## config.mk

```make
export PLATFORM = sky130hd
export DESIGN_NAME = key_conditioner
export DESIGN_NICKNAME = d
export VERILOG_FILES = /design/src/rtl/key_cond_pkg.sv /design/src/rtl/key_debounce_channel.sv /design/src/rtl/key_conditioner.sv
export SDC_FILE = /design/constraint.sdc
export NUM_CORES = 1
export LEC_CHECK = 0
export ABC_AREA = 0
export BUFFER_PORTS_ARGS = -buffer_cell sky130_fd_sc_hd__buf_2
export CORE_UTILIZATION = 30
export CTS_CLUSTER_SIZE = 14
export DETAILED_ROUTE_END_ITERATION = 16
export GPL_ROUTABILITY_DRIVEN = 0
export GPL_TIMING_DRIVEN = 1
export HOLD_SLACK_MARGIN = 0.05
export PLACE_DENSITY_LB_ADDON = 0.15
export REMOVE_ABC_BUFFERS = 1
export SYNTH_ARGS = -nofsm -noshare
export SYNTH_HDL_FRONTEND = slang
export SYNTH_SLANG_ARGS = --single-unit
```

## constraint.sdc

```tcl
create_clock -name CLOCK_50 -period 3.35 [get_ports CLOCK_50]
set_clock_uncertainty 0.05 [all_clocks]
set_input_delay 0.67 -clock CLOCK_50 [delete_from_list [all_inputs] [get_ports CLOCK_50]]
set_output_delay 0.67 -clock CLOCK_50 [all_outputs]
set_load 0.02 [all_outputs]
```

## src/rtl/key_cond_pkg.sv

```systemverilog
// Shared types and defaults for the push-button conditioner.
package key_cond_pkg;

  typedef enum logic [2:0] {
    IDLE,
    DB_PRESS,
    HELD,
    REPEAT,
    DB_RELEASE
  } key_state_e;

  localparam int DEF_DEBOUNCE_CYCLES = 500000;
  localparam int DEF_REPEAT_DELAY    = 25000000;
  localparam int DEF_REPEAT_PERIOD   = 5000000;

  // One counter covers every timing job, so it is sized by the largest limit.
  function automatic int cnt_width(input int a, input int b, input int c);
    int m;
    m = a;
    if (b > m) m = b;
    if (c > m) m = c;
    return $clog2(m) + 1;
  endfunction

endpackage

```

## src/rtl/key_debounce_channel.sv

```systemverilog
// One key: 2-flop synchroniser, debounce/auto-repeat FSM and a shared saturating counter.
module key_debounce_channel
  import key_cond_pkg::*;
#(
  parameter int DEBOUNCE_CYCLES = DEF_DEBOUNCE_CYCLES,
  parameter int REPEAT_DELAY    = DEF_REPEAT_DELAY,
  parameter int REPEAT_PERIOD   = DEF_REPEAT_PERIOD
) (
  input  logic clk,
  input  logic rst_n,
  input  logic key_n,
  output logic level_o,
  output logic press_o,
  output logic rel_o,
  output logic rpt_o
);

  localparam int CW = cnt_width(DEBOUNCE_CYCLES, REPEAT_DELAY, REPEAT_PERIOD);
  typedef logic [CW-1:0] cnt_t;

  // Debounce accepts on the edge where the count would reach the limit.
  localparam cnt_t DB_LAST = cnt_t'(DEBOUNCE_CYCLES - 1);
  localparam cnt_t RD_LIM  = cnt_t'(REPEAT_DELAY);
  localparam cnt_t RP_LIM  = cnt_t'(REPEAT_PERIOD);

  logic [1:0] sync_q;
  logic       s;
  key_state_e state_q, state_d;
  cnt_t       cnt_q, cnt_d, cnt_inc;
  logic       level_q, level_d;
  logic       press_q, press_d;
  logic       rel_q, rel_d;
  logic       rpt_q, rpt_d;

  assign s = ~sync_q[1];

  always_comb begin
    state_d = state_q;
    cnt_inc = (cnt_q == '1) ? cnt_q : cnt_q + cnt_t'(1);
    cnt_d   = cnt_inc;
    press_d = 1'b0;
    rel_d   = 1'b0;
    rpt_d   = 1'b0;
    unique case (state_q)
      IDLE: begin
        cnt_d = '0;
        if (s) state_d = DB_PRESS;
      end
      DB_PRESS: begin
        if (!s) begin
          state_d = IDLE;
          cnt_d   = '0;
        end else if (cnt_q >= DB_LAST) begin
          state_d = HELD;
          cnt_d   = '0;
          press_d = 1'b1;
          rpt_d   = 1'b1;
        end
      end
      HELD: begin
        if (!s) begin
          state_d = DB_RELEASE;
          cnt_d   = '0;
        end else if (cnt_q >= RD_LIM) begin
          state_d = REPEAT;
          cnt_d   = '0;
          rpt_d   = 1'b1;
        end
      end
      REPEAT: begin
        if (!s) begin
          state_d = DB_RELEASE;
          cnt_d   = '0;
        end else if (cnt_q >= RP_LIM) begin
          cnt_d = '0;
          rpt_d = 1'b1;
        end
      end
      DB_RELEASE: begin
        // A bounce back to pressed resumes repeating without restarting the count.
        if (s) begin
          state_d = REPEAT;
          cnt_d   = cnt_q;
        end else if (cnt_q >= DB_LAST) begin
          state_d = IDLE;
          cnt_d   = '0;
          rel_d   = 1'b1;
        end
      end
      default: begin
        state_d = IDLE;
        cnt_d   = '0;
      end
    endcase
    level_d = (state_d == HELD) || (state_d == REPEAT) || (state_d == DB_RELEASE);
  end

  always_ff @(posedge clk or negedge rst_n) begin
    if (!rst_n) begin
      sync_q  <= 2'b11;
      state_q <= IDLE;
      cnt_q   <= '0;
      level_q <= 1'b0;
      press_q <= 1'b0;
      rel_q   <= 1'b0;
      rpt_q   <= 1'b0;
    end else begin
      sync_q  <= {sync_q[0], key_n};
      state_q <= state_d;
      cnt_q   <= cnt_d;
      level_q <= level_d;
      press_q <= press_d;
      rel_q   <= rel_d;
      rpt_q   <= rpt_d;
    end
  end

  assign level_o = level_q;
  assign press_o = press_q;
  assign rel_o   = rel_q;
  assign rpt_o   = rpt_q;

endmodule

```

## src/rtl/key_conditioner.sv

```systemverilog
// Conditions NUM_KEYS raw active-low buttons into debounced level and pulse outputs.
module key_conditioner
  import key_cond_pkg::*;
#(
  parameter int NUM_KEYS        = 3,
  parameter int DEBOUNCE_CYCLES = DEF_DEBOUNCE_CYCLES,
  parameter int REPEAT_DELAY    = DEF_REPEAT_DELAY,
  parameter int REPEAT_PERIOD   = DEF_REPEAT_PERIOD
) (
  input  logic                CLOCK_50,
  input  logic                Reset_n,
  input  logic [NUM_KEYS-1:0] KEY,
  output logic [NUM_KEYS-1:0] Level,
  output logic [NUM_KEYS-1:0] Press,
  output logic [NUM_KEYS-1:0] Release,
  output logic [NUM_KEYS-1:0] Repeat
);

  for (genvar i = 0; i < NUM_KEYS; i++) begin : g_ch
    key_debounce_channel #(
      .DEBOUNCE_CYCLES(DEBOUNCE_CYCLES),
      .REPEAT_DELAY   (REPEAT_DELAY),
      .REPEAT_PERIOD  (REPEAT_PERIOD)
    ) u_ch (
      .clk    (CLOCK_50),
      .rst_n  (Reset_n),
      .key_n  (KEY[i]),
      .level_o(Level[i]),
      .press_o(Press[i]),
      .rel_o  (Release[i]),
      .rpt_o  (Repeat[i])
    );
  end

endmodule

```

==> results.txt, run 1 <==
EDFF count, synth: 0
Post-Place Cell Area: 6500 um^2
flops & latches, synth: 105
initial antenna violation count: 0
DR vias/cell: 5.62
FF-to-FF path depth: 8
setup_tns: 0 ns
Post-synth ARST share: 100%
Most common cell on crit path: a211oi_1
status: completed
initial drt markers: 384
n_diodes: 0
share of layout cells above drive strength 1: 9.35%
CTS sink cnt: 105
unrepaired setup endpoints after global routing: no
Slew HR: 42.9%
worst min-delay path class: in -> async
FP Rows: 52
Crit Path Max Fanout: 31
dpl hpwl: 10.9 mm
CTS Root Cell: clkbuf_16
DIE AREA: 21400 um^2
P per Cell Area: 381 nW/um^2
grt ovf: 0
Critical Path Max Stage Delay: 0.53 ns
Fin. Hold Viols: 0
first-pass GRT wire length: 27.3 mm
fmax: 0.328 GHz
clk buf depth: 2
core area: 20400 um^2
Ys Warns: 0
register area share after synthesis: 42.1%
GRT Util Overall: 15.6%
Die Wd: 146 um
DRT antenna net count: 0
reg2reg end: g_ch[2].u_ch.cnt_q[23]$_DFFE_PN0P_
clk_lat worst skew: 0.36 ns
Worst R2R Setup Slack: 0.30 ns
CP arrival: 3.24 ns
I/O Buffers: 16
starting density of the core: 30.7%
RR Startpoint: g_ch[2].u_ch.cnt_q[15]$_DFFE_PN0P_
Cell variety after synth: 70
layout net count: 733
clock transition at the registers of the reported paths: 0.08 ns
CP Launch Type: register
hold buffers post-CTS: 0
final-report setup violation count: 0
largest net degree at the start of global routing: 45
CTS H-tree depth: 3
maxcap violations: 0
CP endpoint kind: register
period utilization: 91.0%
cell-by-cell trace of the critical path: or3b_2 -> a211oi_1 -> a2111oi_0 -> buf_4 -> a211oi_1 -> o21ai_4 -> and3_1 -> a211o_1
Mapped Area: 6250 um^2
Post-Syn Area per Cell: 8.47 um^2
# DRC: 0
Mapped Cells: 738
ys flop type: dfrtp_1
fin area: 6820 um^2
routed len/inst: 16.0 um
TritonRoute pass-1 iters: 5
via count: 5608
CP Data Required Time: 3.54 ns
Tot Pwr: 0.00260 W
Routed WL: 15.9 mm
CP max-delay cell: a211oi_1
worst vdd ir: 0.237 mV
CP Class: reg -> reg
vias in the first global route: 5344
cts bufs inserted: 9
Slew Viols, Final: 0
Top Ports: 17
Fillers: 2082
Worst Max-Slew Pin Slew: 0.854 ns
Die H: 146 um
Area Overhead vs Synth: 9.06%
CTS tree: built
Static Leak: 2.72 nW
Period minus WS final: 3.05 ns
[through the flow]
step / instances / hold slack [ns] / util, % / worst slack [ns]
floorplan: 682 / 0.295 / - / 0.567
global placement: 981 / 0.297 / 31.9 / 0.168
detailed placement: 981 / 0.297 / 31.9 / 0.165
CTS: 997 / 0.283 / 33.5 / 0.108
global route: 997 / 0.298 / 33.5 / 0.101
finish: 997 / 0.263 / 33.5 / 0.302
[power by group]
part | switching [W] | internal [W]
Sequential | 0.0000340 | 0.00129
Combinational | 0.0000931 | 0.0000452
Clock | 0.000533 | 0.000600
[synthesized netlist by cell type, types with 7 or more instances]
cell type / instances / area, um^2
clkbuf_1: 26 / 97.6
o21ai_0: 35 / 175
o31ai_1: 7 / 52.6
a31oi_1: 40 / 250
and4_1: 9 / 78.8
nand4_1: 21 / 131
o21ai_1: 10 / 50.1
or3_1: 12 / 75.1
buf_4: 13 / 97.6
nand2b_1: 7 / 43.8
or2_0: 9 / 56.3
nand3_1: 46 / 230
and3_1: 13 / 81.3
o21a_1: 8 / 60.1
a41oi_1: 7 / 61.3
dfrtp_1: 99 / 2480
nor2_1: 56 / 210
and2_1: 13 / 81.3
nand2_1: 71 / 267
nor4_1: 16 / 100
inv_1: 24 / 90.1
a21oi_1: 48 / 240
buf_2: 13 / 65.1
nor3_1: 22 / 110
[worst max-delay path: cells and delay by family (launching register included)]
kind                   cells  cell delay, ns
buffers and inverters      1            0.16
and+or+nand+nor            2            0.78
DFF                        1            0.49
AOI/OAI and AO/OA          5            1.43
[final cells by class]
cell class                      instances  area [um^2]  share of cell area, %
Timing Repair Buffer                   29          193                   2.83
Multi-Input combinational cell        553         3250                   47.7
Tap cell                              270          338                   4.95
Sequential cell                       105         2640                   38.6
Inverter                               24         90.1                   1.32
Clock inverter                          7         86.3                   1.27
Clock buffer                            9          225                   3.30
[routing by layer]
metal / up-vias / GRT usage, % / part of all wire (%) / wire length (um)
li1: 2714 / - / - / -
met1: 2775 / 21.2 / 48 / 7700
met2: 102 / 25.5 / 47 / 7510
met3: 17 / 2.50 / 2.9 / 464
met4: 0 / 4.64 / 1.5 / 234
met5: - / 0 / 0 / 0
[registers in the layout, indices dropped and copies added, names as in the netlist]
register and flops:
g_ch.u_ch.cnt_q 78, g_ch.u_ch.sync_q 6, g_ch.u_ch.level_o 3, g_ch.u_ch.rel_o 3, g_ch.u_ch.press_o 3, g_ch.u_ch.state_q 9, g_ch.u_ch.rpt_o 3
[cell usage in the layout, fill, tap and decap left out, types with 6 or more instances in the layout]
master,Yosys,final
nor2_1,56,56
dfstp_2,6,6
or2_2,6,6
nor4_1,16,16
and2_1,13,13
buf_4,13,13
nand4_1,21,21
or4_1,6,6
dfrtp_1,99,99
a31oi_1,40,40
ha_1,6,6
o21a_1,8,8
o31ai_1,7,7
or2_0,9,9
a21oi_1,48,48
a41oi_1,7,7
nand3_1,46,46
and4_1,9,9
clkbuf_16,0,9
buf_2,13,15
and3_1,13,13
inv_1,24,24
o21ai_1,10,10
nand2b_1,7,7
nor3_1,22,22
nand2_1,71,71
a21o_1,6,6
o21ai_0,35,35
or3_1,12,12
nand4b_1,6,6
[how the worst max path moves through the flow]
| stage | startpoint | end | slack, ns |
|---|---|---|---|
| floorplan | g_ch[1].u_ch.cnt_q[0]$_DFFE_PN0P_ | g_ch[1].u_ch.cnt_q[10]$_DFFE_PN0P_ | 0.57 |
| global placement | g_ch[2].u_ch.cnt_q[6]$_DFFE_PN0P_ | g_ch[2].u_ch.cnt_q[15]$_DFFE_PN0P_ | 0.17 |
| detailed placement | g_ch[2].u_ch.cnt_q[6]$_DFFE_PN0P_ | g_ch[2].u_ch.cnt_q[14]$_DFFE_PN0P_ | 0.16 |
| CTS | g_ch[2].u_ch.cnt_q[6]$_DFFE_PN0P_ | g_ch[2].u_ch.cnt_q[14]$_DFFE_PN0P_ | 0.11 |
| global route | g_ch[2].u_ch.cnt_q[16]$_DFFE_PN0P_ | g_ch[2].u_ch.cnt_q[23]$_DFFE_PN0P_ | 0.10 |
| finish | g_ch[2].u_ch.cnt_q[15]$_DFFE_PN0P_ | g_ch[2].u_ch.cnt_q[23]$_DFFE_PN0P_ | 0.30 |
[cell families (layout without fill, tap and decap cells)]
| kind of cell | Yosys count | after routing | synth area share, % |
|---|---|---|---|
| DFF | 105 | 105 | 42.1 |
| buffers and inverters | 80 | 69 | 5.96 |
| and+or+nand+nor | 330 | 330 | 27.9 |
| AOI/OAI and AO/OA | 214 | 214 | 22.3 |
| muxes | 3 | 3 | 0.480 |
| adders and majority gates | 6 | 6 | 1.20 |
[what timing repair did]
item | CTS | global route
endpoints found under the setup margin | 0 | 7
gates resized for setup | 0 | 1
buffers inserted | 0 | 0
Power figures use the tool's default switching activity.
==> inputs of run 2 (changes only) <==
--- a/config.mk
+++ b/config.mk
@@ -7,6 +7,7 @@
 export LEC_CHECK = 0
 export ABC_AREA = 0
 export BUFFER_PORTS_ARGS = -buffer_cell sky130_fd_sc_hd__buf_2
+export CORE_ASPECT_RATIO = 0.6
 export CORE_UTILIZATION = 30
 export CTS_CLUSTER_SIZE = 14
 export DETAILED_ROUTE_END_ITERATION = 16
@@ -15,6 +16,7 @@
 export HOLD_SLACK_MARGIN = 0.05
 export PLACE_DENSITY_LB_ADDON = 0.15
 export REMOVE_ABC_BUFFERS = 1
+export SETUP_SLACK_MARGIN = 0.5
 export SYNTH_ARGS = -nofsm -noshare
 export SYNTH_HDL_FRONTEND = slang
 export SYNTH_SLANG_ARGS = --single-unit
==> results.txt, run 2 (synthesized netlist as in run 1, its figures left out) <==
status: completed (unchanged)
maxcap violations: 0 (unchanged)
P per Cell Area: 386 nW/um^2 (was 381 nW/um^2)
layout net count: 730 (was 733)
CP max-delay cell: dfrtp_1 (was a211oi_1)
Slew Viols, Final: 0 (unchanged)
# DRC: 0 (unchanged)
clk_lat worst skew: 0.36 ns (about the same)
commonest cells after routing, fill and taps aside: dfrtp_1, nand2_1, nor2_1, a21oi_1, nand3_1 (unchanged)
area of the multi-input gates: 3290 um^2 (was 3250 um^2)
first-pass GRT wire length: 27.7 mm (was 27.3 mm)
core area: 20200 um^2 (was 20400 um^2)
Sw Share: 24.4% (was 25.4%)
Post-Place Cell Area: 6480 um^2 (was 6500 um^2)
Worst R2R Setup Slack: 0.65 ns (was 0.30 ns)
flip-flop and latch area: 2640 um^2 (unchanged)
I/O Buffers: 16 (unchanged)
setup_tns: 0 ns (unchanged)
share of layout cells above drive strength 1: 10.1% (was 9.35%)
cell-by-cell trace of the critical path: ha_2 -> and4_1 -> o41a_1 -> o21a_2 -> o32a_1 -> and2_2 -> or3_1 -> nand3_1 (was or3b_2 -> a211oi_1 -> a2111oi_0 -> buf_4 -> a211oi_1 -> o21ai_4 -> and3_1 -> a211o_1)
vias in the first global route: 5211 (was 5344)
Area Overhead vs Synth: 9.82% (was 9.06%)
Top Ports: 17 (unchanged)
TritonRoute pass-1 iters: 5 (unchanged)
Static Leak: 2.73 nW (was 2.72 nW)
part of the power in registers: 50.0% (was 51.0%)
cell family with most CP delay: simple AND/OR/NAND/NOR gates (was compound AO/OA/AOI/OAI gates)
dpl hpwl: 11.5 mm (was 10.9 mm)
unrepaired setup endpoints after global routing: no (unchanged)
Fin. Hold Viols: 0 (unchanged)
internal power: 0.00201 W (was 0.00194 W)
starting density of the core: 30.9% (was 30.7%)
Post-CTS Setup Inserts: 0 (unchanged)
CTS sink cnt: 105 (unchanged)
largest net degree at the start of global routing: 53 (was 45)
CP Data Required Time: 3.60 ns (was 3.54 ns)
initial antenna violation count: 0 (unchanged)
n_diodes: 0 (unchanged)
CP arrival: 2.95 ns (was 3.24 ns)
worst vdd ir: 0.254 mV (was 0.237 mV)
cts bufs inserted: 9 (unchanged)
Crit Path Max Fanout: 9 (was 31)
initial drt markers: 488 (was 384)
WP buf/inv: 0 (was 1)
Period minus WS final: 2.70 ns (was 3.05 ns)
hold_ws: 0.171 ns (was 0.263 ns)
NetSw: 0.000648 W (was 0.000660 W)
clk buf depth: 2 (unchanged)
Die Wd: 188 um (was 146 um)
Die H: 114 um (was 146 um)
commonest non-fill, non-tap cell in the layout: dfrtp_1 (unchanged)
via count: 5625 (was 5608)
FP Rows: 40 (was 52)
DIE AREA: 21400 um^2 (about the same)
final core utilization: 34.0% (was 33.5%)
CTS tree: built (unchanged)
max reg flops: 78 (unchanged)
Clk pwr share: 44.6% (was 43.6%)
Routed WL: 16.5 mm (was 15.9 mm)
worst min-delay path class: in -> async (unchanged)
fmax: 0.370 GHz (was 0.328 GHz)
Fillers: 2119 (was 2082)
CP endpoint kind: register (unchanged)
CP Launch Type: register (unchanged)
CTS Root Cell: clkbuf_16 (unchanged)
clock transition at the registers of the reported paths: 0.08 ns (about the same)
DRT antenna net count: 0 (unchanged)
DR vias/cell: 5.64 (was 5.62)
biggest regs: g_ch.u_ch.cnt_q x78, g_ch.u_ch.state_q x9, g_ch.u_ch.sync_q x6 (unchanged)
Slew HR: 39.4% (was 42.9%)
period utilization: 80.6% (was 91.0%)
grt ovf: 0 (unchanged)
CP Class: reg -> reg (unchanged)
combinational power share: 5.3% (about the same)
Worst Max-Slew Pin Slew: 0.909 ns (was 0.854 ns)
largest register by flop count: g_ch.u_ch.cnt_q (unchanged)
routed len/inst: 16.5 um (was 16.0 um)
Critical Path Max Stage Delay: 0.44 ns (was 0.53 ns)
fin area: 6870 um^2 (was 6820 um^2)
final-report setup violation count: 0 (unchanged)
GRT Util Overall: 16.1% (was 15.6%)
Tot Pwr: 0.00265 W (was 0.00260 W)
CTS H-tree depth: 3 (unchanged)
==> run 2: changes by cell type in the layout (fill, tap and decap cells not counted), sizes merged <==
cell    change
bufinv      +1
clkinv      +1
inv         -2
buf         -3
==> run 2: final cells by class <==
type / instances / share of cell area, %
inverters: 24 / 1.31
multi-input cells: 553 / 47.9
clock inverters: 7 / 1.49
well taps: 273 / 4.97
clock buffers: 9 / 3.28
flip-flops and latches: 105 / 38.4
repair buffers: 26 / 2.70
==> run 2: timing repair <==
item | 4_1_cts | 5_1_grt
pin swaps | 1 | 0
hold endpoints to repair | 0 | 0
setup endpoints to repair | 1 | 52
hold buffers | 0 | 0
gates resized for setup | 2 | 14
==> run 2: metrics by stage <==
step | cells | setup slack (ns)
global route | 997 | 0.511
finish | 997 | 0.649
global placement | 981 | 0.551
floorplan | 682 | 0.567
detailed placement | 981 | 0.434
CTS | 997 | 0.574
==> run 2: power groups by stage <==
stage               registers [W]   logic, W  clock network [W]
finish                    0.00133   0.000142            0.00118
global route              0.00133   0.000165            0.00127
CTS                       0.00133   0.000141            0.00123
detailed placement        0.00135   0.000140                  0
global placement          0.00135   0.000141                  0
floorplan                 0.00134  0.0000800                  0
==> run 2: layer usage <==
metal / vias to the layer above / track usage, % / wire (um)
met5: - / 0 / 0
met4: 0 / 4.46 / 107
met3: 8 / 3.57 / 894
met2: 151 / 23.0 / 6860
met1: 2744 / 24.2 / 8590
li1: 2722 / - / -
==> run 2: path summary, 6_finish.rpt <==
path / from / to / cells after the start
worst max-delay path: g_ch[1].u_ch.cnt_q[0]$_DFFE_PN0P_ / g_ch[1].u_ch.cnt_q[21]$_DFFE_PN0P_ / 8
worst min-delay path: Reset_n / g_ch[2].u_ch.level_o$_DFF_PN0_ / 1
worst max register to register: g_ch[1].u_ch.cnt_q[0]$_DFFE_PN0P_ / g_ch[1].u_ch.cnt_q[21]$_DFFE_PN0P_ / 8
worst min register to register: g_ch[1].u_ch.sync_q[0]$_DFF_PN1_ / g_ch[1].u_ch.sync_q[1]$_DFF_PN1_ / 0
max in group asynchronous: Reset_n / g_ch[0].u_ch.sync_q[0]$_DFF_PN1_ / 2
min in group CLOCK_50: g_ch[1].u_ch.sync_q[0]$_DFF_PN1_ / g_ch[1].u_ch.sync_q[1]$_DFF_PN1_ / 0
==> inputs of run 3 (changes only) <==
==> constraint.sdc (replaced) <==
create_clock -name CLOCK_50 -period 2.3 [get_ports CLOCK_50]
set_clock_uncertainty 0.05 [all_clocks]
set_input_delay 0.46 -clock CLOCK_50 [delete_from_list [all_inputs] [get_ports CLOCK_50]]
set_output_delay 0.46 -clock CLOCK_50 [all_outputs]
set_load 0.02 [all_outputs]
==> results.txt, run 3 (synthesized netlist as in run 1, its figures left out) <==
CP Class: reg -> reg (unchanged)
cell family with most CP delay: simple AND/OR/NAND/NOR gates (unchanged)
final-report setup violation count: 69 (was 0)
Post-Place Cell Area: 7530 um^2 (was 6480 um^2)
cell-by-cell trace of the critical path: nor4_2 -> or4b_4 -> or3_4 -> a21o_4 -> o21ai_4 -> buf_6 -> clkbuf_16 -> nand3_2 -> mux2i_1 (was ha_2 -> and4_1 -> o41a_1 -> o21a_2 -> o32a_1 -> and2_2 -> or3_1 -> nand3_1)
routed len/inst: 17.7 um (was 16.5 um)
largest net degree at the start of global routing: 48 (was 53)
Area Overhead vs Synth: 49.3% (was 9.82%)
FP Rows: 40 (unchanged)
P per Cell Area: 433 nW/um^2 (was 386 nW/um^2)
share of layout cells above drive strength 1: 41.5% (was 10.1%)
via count: 6518 (was 5625)
CP Data Required Time: 2.53 ns (was 3.60 ns)
grt ovf: 0 (unchanged)
Die Wd: 188 um (unchanged)
Hold Startpoint: KEY[0]
setup_tns: -10.56 ns (was 0 ns)
# DRC: 0 (unchanged)
TritonRoute pass-1 iters: 5 (unchanged)
commonest cells after routing, fill and taps aside: buf_4, dfrtp_1, nand2_1, nor2_1, nand3_1 (was dfrtp_1, nand2_1, nor2_1, a21oi_1, nand3_1)
CTS tree: built (unchanged)
maxcap violations: 0 (unchanged)
clk_lat worst skew: 0.36 ns (about the same)
biggest regs: g_ch.u_ch.cnt_q x78, g_ch.u_ch.state_q x9, g_ch.u_ch.sync_q x6 (unchanged)
commonest non-fill, non-tap cell in the layout: buf_4 (was dfrtp_1)
DR vias/cell: 5.55 (was 5.64)
I/O Buffers: 16 (unchanged)
max reg flops: 78 (unchanged)
RR Startpoint: g_ch[2].u_ch.cnt_q[24]$_DFFE_PN0P_ (was g_ch[1].u_ch.cnt_q[0]$_DFFE_PN0P_)
FF-to-FF path depth: 9 (was 8)
Die H: 114 um (unchanged)
vias in the first global route: 6165 (was 5211)
Period minus WS final: 2.56 ns (was 2.70 ns)
status: complete, but fails checks (was completed)
WP buf/inv: 2 (was 0)
reg2reg end: g_ch[2].u_ch.cnt_q[22]$_DFFE_PN0P_ (was g_ch[1].u_ch.cnt_q[21]$_DFFE_PN0P_)
final worst slack: -0.263 ns (was 0.649 ns)
dpl hpwl: 13.4 mm (was 11.5 mm)
CTS sink cnt: 105 (unchanged)
fin area: 9330 um^2 (was 6870 um^2)
layout net count: 907 (was 730)
Tot Pwr: 0.00404 W (was 0.00265 W)
largest register by flop count: g_ch.u_ch.cnt_q (unchanged)
CP arrival: 2.79 ns (was 2.95 ns)
Slew Viols, Final: 0 (unchanged)
Worst R2R Setup Slack: -0.26 ns (was 0.65 ns)
clk buf depth: 2 (unchanged)
CP Launch Type: register (unchanged)
n_diodes: 0 (unchanged)
worst min-delay path class: in -> reg (was in -> async)
fmax: 0.390 GHz (was 0.370 GHz)
clock transition at the registers of the reported paths: 0.08 ns (about the same)
worst vdd ir: 0.412 mV (was 0.254 mV)
worst hold endpoint: g_ch[0].u_ch.sync_q[0]$_DFF_PN1_
unrepaired setup endpoints after global routing: yes (was no)
core area: 20200 um^2 (unchanged)
CTS Root Cell: clkbuf_16 (unchanged)
Worst Max-Slew Pin Slew: 0.732 ns (was 0.909 ns)
Critical Path Max Stage Delay: 0.49 ns (was 0.44 ns)
Fin. Hold Viols: 0 (unchanged)
period utilization: 111% (was 80.6%)
CTS H-tree depth: 3 (unchanged)
initial drt markers: 456 (was 488)
WHS Path Cells: 1
failing checks: negative setup slack
GRT Util Overall: 19.7% (was 16.1%)
Slew HR: 51.2% (was 39.4%)
Static Leak: 3.92 nW (was 2.73 nW)
Crit Path Max Fanout: 6 (was 9)
DRT antenna net count: 0 (unchanged)
CP endpoint kind: register (unchanged)
DIE AREA: 21400 um^2 (unchanged)
initial antenna violation count: 0 (unchanged)
first-pass GRT wire length: 33.2 mm (was 27.7 mm)
Top Ports: 17 (unchanged)
CP max-delay cell: or4b_4 (was dfrtp_1)
Routed WL: 20.8 mm (was 16.5 mm)
starting density of the core: 30.9% (unchanged)
cts bufs inserted: 9 (unchanged)
==> run 3: worst max-delay path by stage <==
stage | startpoint | depth (start not counted) | to
6_report | g_ch[2].u_ch.cnt_q[24]$_DFFE_PN0P_ | 9 | g_ch[2].u_ch.cnt_q[22]$_DFFE_PN0P_
5_1_grt | g_ch[2].u_ch.cnt_q[24]$_DFFE_PN0P_ | 9 | g_ch[2].u_ch.cnt_q[9]$_DFFE_PN0P_
4_1_cts | g_ch[2].u_ch.cnt_q[20]$_DFFE_PN0P_ | 9 | g_ch[2].u_ch.cnt_q[16]$_DFFE_PN0P_
3_5_place_dp | g_ch[1].u_ch.cnt_q[0]$_DFFE_PN0P_ | 8 | g_ch[1].u_ch.cnt_q[24]$_DFFE_PN0P_
3_3_place_gp | g_ch[1].u_ch.cnt_q[1]$_DFFE_PN0P_ | 8 | g_ch[1].u_ch.cnt_q[24]$_DFFE_PN0P_
2_1_floorplan | g_ch[1].u_ch.cnt_q[0]$_DFFE_PN0P_ | 8 | g_ch[1].u_ch.cnt_q[10]$_DFFE_PN0P_
==> run 3: layer usage <==
metal / up-vias / track usage (%) / wire (um)
li1: 3077 / - / -
met1: 3264 / 29.8 / 10500
met2: 161 / 28.5 / 9160
met3: 16 / 3.72 / 941
met4: 0 / 4.68 / 203
met5: - / 0 / 0
==> run 3: through the flow <==
| step | instances | util (%) | hold WS [ns] | setup slack (ns) |
|---|---|---|---|---|
| finish | 1174 | 46.2 | 0.142 | -0.263 |
| global route | 1174 | 46.2 | 0.125 | -0.392 |
| CTS | 1164 | 43.9 | 0.128 | -0.258 |
| detailed placement | 1114 | 37.2 | 0.297 | -0.403 |
| global placement | 1114 | 37.2 | 0.297 | -0.313 |
| floorplan | 682 | - | 0.114 | -0.483 |
==> run 3: report_power, final <==
group | internal [W] | switching [W] | total [W]
Clock | 0.000846 | 0.000762 | 0.00161
Combinational | 0.000251 | 0.000269 | 0.000520
Sequential | 0.00188 | 0.0000328 | 0.00191
Total | 0.00298 | 0.00106 | 0.00404
==> run 3: final cells by class <==
cell class	instances	area [um^2]
Fill cell	1893	10900
Multi-Input combinational cell	554	4090
Sequential cell	105	2640
Timing Repair Buffer	202	1880
Tap cell	273	342
Clock buffer	9	225
Inverter	24	90.1
Clock inverter	7	70.1
==> run 3: worst register-to-register path: cells and delay by family (launching register included) <==
family / cells / cell delay [ns]
flip-flops: 1 / 0.40
AND/OR/NAND/NOR: 4 / 1.24
AO/OA/AOI/OAI: 2 / 0.35
multiplexers: 1 / 0.12
buffers and inverters: 2 / 0.33
==> run 3: what timing repair did <==
item,4_1_cts,5_1_grt
setup endpoints to repair,96,97
endpoints found under the hold margin,18,0
buffers inserted,22,9
resized for setup,159,79
cloned,11,1
hold buffers,1,0
pin swaps,75,38
